<file path="config.mk">
export PLATFORM = sky130hd
export DESIGN_NAME = render_frame_sequencer
export DESIGN_NICKNAME = d
export VERILOG_FILES = /design/src/rtl/render_seq_pkg.sv /design/src/rtl/fb_clear_engine.sv /design/src/rtl/render_frame_sequencer.sv
export SDC_FILE = /design/constraint.sdc
export NUM_CORES = 1
export LEC_CHECK = 0
export ABC_AREA = 1
export CAP_MARGIN = 30
export CELL_PAD_IN_SITES_DETAIL_PLACEMENT = 0
export CELL_PAD_IN_SITES_GLOBAL_PLACEMENT = 2
export CORE_MARGIN = 5
export CORE_UTILIZATION = 30
export CTS_CLUSTER_DIAMETER = 50
export DETAILED_ROUTE_END_ITERATION = 10
export DONT_BUFFER_PORTS = 1
export PLACE_DENSITY = 0.73
export SYNTH_ARGS = -nofsm -noshare
export SYNTH_HDL_FRONTEND = slang
export SYNTH_SLANG_ARGS = --single-unit
</file>
<file path="constraint.sdc">
create_clock -name clk -period 2.7 [get_ports clk]
set_clock_uncertainty 0.1 [all_clocks]
set_input_delay 0.27 -clock clk [delete_from_list [all_inputs] [get_ports clk]]
set_output_delay 0.27 -clock clk [all_outputs]
set_load 0.03 [all_outputs]
</file>
<file path="src/rtl/render_seq_pkg.sv">
// Shared types and sizing helpers for the render frame sequencer.
package render_seq_pkg;

  typedef enum logic [2:0] {
    IDLE     = 3'd0,
    CLEAR    = 3'd1,
    LAUNCH   = 3'd2,
    WAIT_OBJ = 3'd3,
    DONE     = 3'd4
  } seq_state_t;

  function automatic int fb_size(input int width, input int height);
    return width * height;
  endfunction

  function automatic int obj_w(input int max_objects);
    return $clog2(max_objects + 1);
  endfunction

endpackage

</file>
<file path="src/rtl/fb_clear_engine.sv">
// Linear framebuffer clear sweep: one write per cycle over addresses 0..FB_SIZE-1 after a start pulse.
module fb_clear_engine #(
  parameter int FB_SIZE   = 19200,
  parameter int ADDRWIDTH = $clog2(FB_SIZE)
) (
  input  logic                 clk,
  input  logic                 rstn,
  input  logic                 i_start,
  output logic                 o_we,
  output logic [ADDRWIDTH-1:0] o_addr,
  output logic                 o_last
);

  localparam logic [ADDRWIDTH-1:0] LAST_ADDR = ADDRWIDTH'(FB_SIZE - 1);

  logic                 we_q, we_d;
  logic [ADDRWIDTH-1:0] addr_q, addr_d;

  // The sweep stops on the last address and holds there rather than wrapping.
  always_comb begin
    we_d   = we_q;
    addr_d = addr_q;
    if (i_start) begin
      we_d   = 1'b1;
      addr_d = '0;
    end else if (we_q) begin
      if (addr_q == LAST_ADDR) begin
        we_d = 1'b0;
      end else begin
        addr_d = addr_q + 1'b1;
      end
    end
  end

  always_ff @(posedge clk or negedge rstn) begin
    if (!rstn) begin
      we_q   <= 1'b0;
      addr_q <= '0;
    end else begin
      we_q   <= we_d;
      addr_q <= addr_d;
    end
  end

  assign o_we   = we_q;
  assign o_addr = addr_q;
  assign o_last = we_q && (addr_q == LAST_ADDR);

endmodule

</file>
<file path="src/rtl/render_frame_sequencer.sv">
// Per-frame controller: clear framebuffer, then launch render_pipeline once per object.
// Optional FRAME_SEQ_CYCLE_COUNT_EN adds the o_frame_cycles busy-cycle counter output.
module render_frame_sequencer
  import render_seq_pkg::*;
#(
  parameter int SCREEN_WIDTH     = 160,
  parameter int SCREEN_HEIGHT    = 120,
  parameter int ADDRWIDTH        = $clog2(SCREEN_WIDTH * SCREEN_HEIGHT),
  parameter int OUTPUT_DATAWIDTH = 12,
  parameter int COLORWIDTH       = 4,
  parameter int CLEAR_COLOR      = 0,
  parameter int MAX_NUM_OBJECTS  = 1024,
  parameter int OBJ_W            = obj_w(MAX_NUM_OBJECTS)
) (
  input  logic                        clk,
  input  logic                        rstn,
  input  logic                        i_frame_valid,
  output logic                        o_frame_ready,
  input  logic [OBJ_W-1:0]            i_num_objects,
  input  logic                        i_pipe_ready,
  input  logic                        i_pipe_finished,
  output logic                        o_obj_start,
  output logic [OBJ_W-1:0]            o_obj_index,
  output logic                        o_clr_we,
  output logic [ADDRWIDTH-1:0]        o_clr_addr,
  output logic [OUTPUT_DATAWIDTH-1:0] o_clr_depth,
  output logic [COLORWIDTH-1:0]       o_clr_color,
  output logic                        o_busy,
  output logic                        o_frame_done
`ifdef FRAME_SEQ_CYCLE_COUNT_EN
  ,
  output logic [31:0]                 o_frame_cycles
`endif
);

  localparam int               FB_SIZE = fb_size(SCREEN_WIDTH, SCREEN_HEIGHT);
  localparam logic [OBJ_W-1:0] MAX_OBJ = OBJ_W'(MAX_NUM_OBJECTS);

  seq_state_t       state_q, state_d;
  logic [OBJ_W-1:0] num_q, num_d;
  logic [OBJ_W-1:0] obj_cnt_q, obj_cnt_d;
  logic [OBJ_W-1:0] obj_index_q, obj_index_d;
  logic             obj_start_q, obj_start_d;
  logic             frame_done_q, frame_done_d;
  logic             accept;
  logic             clr_last;

  assign o_frame_ready = (state_q == IDLE);
  assign o_busy        = (state_q != IDLE);
  assign accept        = i_frame_valid && o_frame_ready;

  fb_clear_engine #(
    .FB_SIZE  (FB_SIZE),
    .ADDRWIDTH(ADDRWIDTH)
  ) u_clear (
    .clk    (clk),
    .rstn   (rstn),
    .i_start(accept),
    .o_we   (o_clr_we),
    .o_addr (o_clr_addr),
    .o_last (clr_last)
  );

  always_comb begin
    state_d     = state_q;
    num_d       = num_q;
    obj_cnt_d   = obj_cnt_q;
    obj_index_d = obj_index_q;
    obj_start_d = 1'b0;
    case (state_q)
      IDLE: begin
        if (accept) begin
          num_d     = (i_num_objects > MAX_OBJ) ? MAX_OBJ : i_num_objects;
          obj_cnt_d = '0;
          state_d   = CLEAR;
        end
      end
      CLEAR: begin
        if (clr_last) state_d = (num_q == '0) ? DONE : LAUNCH;
      end
      LAUNCH: begin
        if (i_pipe_ready) begin
          obj_start_d = 1'b1;
          obj_index_d = obj_cnt_q;
          state_d     = WAIT_OBJ;
        end
      end
      WAIT_OBJ: begin
        // A finished pulse coincident with our start belongs to the previous object.
        if (i_pipe_finished && !obj_start_q) begin
          if (obj_cnt_q == num_q - 1'b1) begin
            state_d = DONE;
          end else begin
            obj_cnt_d = obj_cnt_q + 1'b1;
            state_d   = LAUNCH;
          end
        end
      end
      DONE:    state_d = IDLE;
      default: state_d = IDLE;
    endcase
    frame_done_d = (state_d == DONE);
  end

  always_ff @(posedge clk or negedge rstn) begin
    if (!rstn) begin
      state_q      <= IDLE;
      num_q        <= '0;
      obj_cnt_q    <= '0;
      obj_index_q  <= '0;
      obj_start_q  <= 1'b0;
      frame_done_q <= 1'b0;
    end else begin
      state_q      <= state_d;
      num_q        <= num_d;
      obj_cnt_q    <= obj_cnt_d;
      obj_index_q  <= obj_index_d;
      obj_start_q  <= obj_start_d;
      frame_done_q <= frame_done_d;
    end
  end

  assign o_obj_start  = obj_start_q;
  assign o_obj_index  = obj_index_q;
  assign o_frame_done = frame_done_q;
  assign o_clr_depth  = '1;
  assign o_clr_color  = COLORWIDTH'(CLEAR_COLOR);

`ifdef FRAME_SEQ_CYCLE_COUNT_EN
  logic [31:0] frame_cycles_q, frame_cycles_d;

  // Counts busy cycles of the current frame, saturating; value survives IDLE.
  always_comb begin
    frame_cycles_d = frame_cycles_q;
    if (accept) begin
      frame_cycles_d = '0;
    end else if (state_q != IDLE && frame_cycles_q != '1) begin
      frame_cycles_d = frame_cycles_q + 32'd1;
    end
  end

  always_ff @(posedge clk or negedge rstn) begin
    if (!rstn) frame_cycles_q <= '0;
    else       frame_cycles_q <= frame_cycles_d;
  end

  assign o_frame_cycles = frame_cycles_q;
`endif

endmodule

</file>
==> flow_metrics.env <==
export IMPL_drc=0
export IMPL_grtUsageTotal_pct=13.4
export IMPL_place_ws_ps=407
export IMPL_vias_per_cell=4.74
export IMPL_post_synth_top_area_cell="dfrtp_1"
export IMPL_rsz0062_at_grt="false"
export IMPL_worst_setup_path_type="reg -> reg"
export IMPL_grt_pass1_vias=2836
export IMPL_rrSetupSlack_ps=420
export IMPL_antenna_cells=0
export IMPL_avgSynthCellArea_um2=7.59
export IMPL_die_x_um=118
export IMPL_cts_sinks=54
export IMPL_detail_route_antenna_nets=0
export IMPL_core_um2=11500
export IMPL_grt_antenna_before_repair=0
export IMPL_layout_commonest_cell="nand2_1"
export IMPL_crit_cells=11
export IMPL_cts_tree="yes"
export IMPL_overflow=0
export IMPL_p_per_area_nw_per_um2=730
export IMPL_post_drt_wl_per_cell_um=15.1
export IMPL_critPathLaunchType="register"
export IMPL_final_setup_viol_count=0
export IMPL_root_buffer="clkbuf_16"
export IMPL_p_leak_nw=1.76
export IMPL_period_share_pct=84.6
export IMPL_multi_input_area_um2=1840
export IMPL_cts_max_level=2
export IMPL_rows=39
export IMPL_max_freq_ghz=0.438
export IMPL_grt_pass1_wl_um=15200
export IMPL_ioPinCount=63
export IMPL_peakVddDrop_mv=0.382
export IMPL_required_ps=2790
export IMPL_worst_slew_pin_slew_ps=783
export IMPL_arrival_ps=2370
export IMPL_ys_ff_latch=54
export IMPL_critPathTopFamily="simple AND/OR/NAND/NOR gates"
export IMPL_synth_top_cells_by_area="dfrtp_1, nand2_1, nand3_1"
export IMPL_yosysWarningCount=0
export IMPL_cp_slowest_stage_delay_ps=520
export IMPL_drt_initial_drc_count=176
export IMPL_slew_viol_final=0
export IMPL_hold_viol=0
export IMPL_setup_ws_ps=417
export IMPL_period_needed_ps=2280
export IMPL_clock_latency_ps=300
export IMPL_yosysUniqueCellTypes=39
export IMPL_reg2reg_depth=11
export IMPL_synth_top_area_share_pct=38.3
export IMPL_critPathMaxFanout=4
export IMPL_layout_drive_gt1_share_pct=12.0
export IMPL_syn2layout_area_growth_pct=8.22
export IMPL_ys_seq_area_share_pct=38.3
export IMPL_hold_worst_slack_ps=32.2
export IMPL_drtPass1Iterations=4
export IMPL_drv_cap=0
export IMPL_wirelength_um=9260
export IMPL_grt_max_degree=55
export IMPL_path_buf_inv=1
export IMPL_numCtsBuffers=5
export IMPL_n_fill_cell=1208
export IMPL_hold_class="in -> reg"
export IMPL_whs_path_depth=2
export IMPL_cp_slowest_cell="dfrtp_1"
export IMPL_start_util_pct=30.8
export IMPL_final_cell_mix="nand2_1, nand3_1, dfrtp_1, inv_1, nor2_1"
export IMPL_place_gp_congestion=0.850
export IMPL_clock_path_buffers=2
export IMPL_die_area_um2=14000
export IMPL_crit_path_cell_trace="ha_1 > nand2_1 > inv_1 > nand2_1 > nor2_2 > a21oi_4 > nand3_1 > nor2_1 > nand3_1 > o21ai_0 > nor2_1"
export IMPL_dp_hpwl_um=7080
export IMPL_portBuffers=0
export IMPL_die_y_um=118
export IMPL_netlist_area_um2=3530
export IMPL_status="completed"
export IMPL_vias=2899
export IMPL_max_slew_margin_rel_pct=47.4
export IMPL_clkSlewWorstSetupHoldPaths_ps=70
export IMPL_netlist_instances=465
export IMPL_final_core_util_pct=33.3
export IMPL_end_kind="register"
export IMPL_seq_area_um2=1350
export IMPL_finalSetupTns_ps=0
export IMPL_layout_nets=486
-- worst paths after layout --
path	to	startpoint
min reg2reg	num_q[10]$_DFFE_PN0P_	num_q[10]$_DFFE_PN0P_
max in group asynchronous	u_clear.o_addr[14]$_DFFE_PN0P_	rstn
max	u_clear.o_addr[9]$_DFFE_PN0P_	u_clear.o_addr[0]$_DFFE_PN0P_
min in group asynchronous	o_obj_index[0]$_DFFE_PN0P_	rstn
max reg2reg	u_clear.o_addr[9]$_DFFE_PN0P_	u_clear.o_addr[0]$_DFFE_PN0P_
min	num_q[1]$_DFFE_PN0P_	i_num_objects[1]
-- cell families after synthesis --
| group | Yosys count | share of synthesized area, % |
|---|---|---|
| and+or+nand+nor | 259 | 36.5 |
| buffers and inverters | 80 | 11.1 |
| DFF | 54 | 38.3 |
| AOI/OAI and AO/OA | 49 | 7.94 |
| xor gates and xnor gates | 18 | 4.93 |
| adders and majority gates | 3 | 1.06 |
| other | 2 | 0.213 |
-- layout make-up --
cell class	instances	share of cell area (%)
well taps	143	4.68
repair buffers	9	2.36
inverters	52	5.11
flip-flops and latches	54	35.4
clock buffers	5	3.28
multi-input cells	345	48.1
clock inverters	3	1.05
-- per-layer routing --
metal  routed length (um)  share of wire (%)  GRT usage [%]  vias to the layer above
met5                    0                  0              0                        -
met4                  105                1.1           4.54                        0
met3                  617                6.7           3.82                        9
met2                 3920                 42           19.1                       87
met1                 4620                 50           19.5                     1319
li1                     -                  -              -                     1484
-- per-stage QoR --
stage	std cells	power (mW)	cell area [um^2]
floorplan	479	1.87	3580
global placement	601	2.06	3620
detailed placement	601	2.05	3620
CTS	611	2.83	3820
global route	611	3.01	3820
finish	611	2.79	3820
-- power breakdown --
part           internal, mW  switching (mW)
registers             0.905           0.207
clock network         0.435           0.304
logic                 0.308           0.630
-- repair_timing --
item,CTS,global route
resized for setup,0,0
endpoints found under the hold margin,54,0
hold buffers,2,0
setup buffers,0,0
-- state kept, by name, summed over array words and instances (netlist names) --
register	count
u_clear.o_addr	15
u_clear.o_we	1
num_q	11
o_obj_index	11
state_q	3
o_obj_start	1
o_frame_done	1
obj_cnt_q	11
-- Yosys cell counts, drive strengths merged --
| cell type | n |
|---|---|
| nor2 | 49 |
| a21oi | 10 |
| xor3 | 1 |
| dfrtp | 54 |
| nand2 | 117 |
| a211oi | 1 |
| o31ai | 4 |
| clkbuf | 7 |
| nor4 | 6 |
| buf | 21 |
| o21ai | 34 |
| nor3 | 14 |
| nand4 | 7 |
| xnor2 | 2 |
| nand3b | 2 |
| xor2 | 15 |
| ha | 3 |
| inv | 52 |
| nand2b | 1 |
| nor3b | 1 |
| nand3 | 62 |
| conb | 2 |
Power figures use the tool's default switching activity.
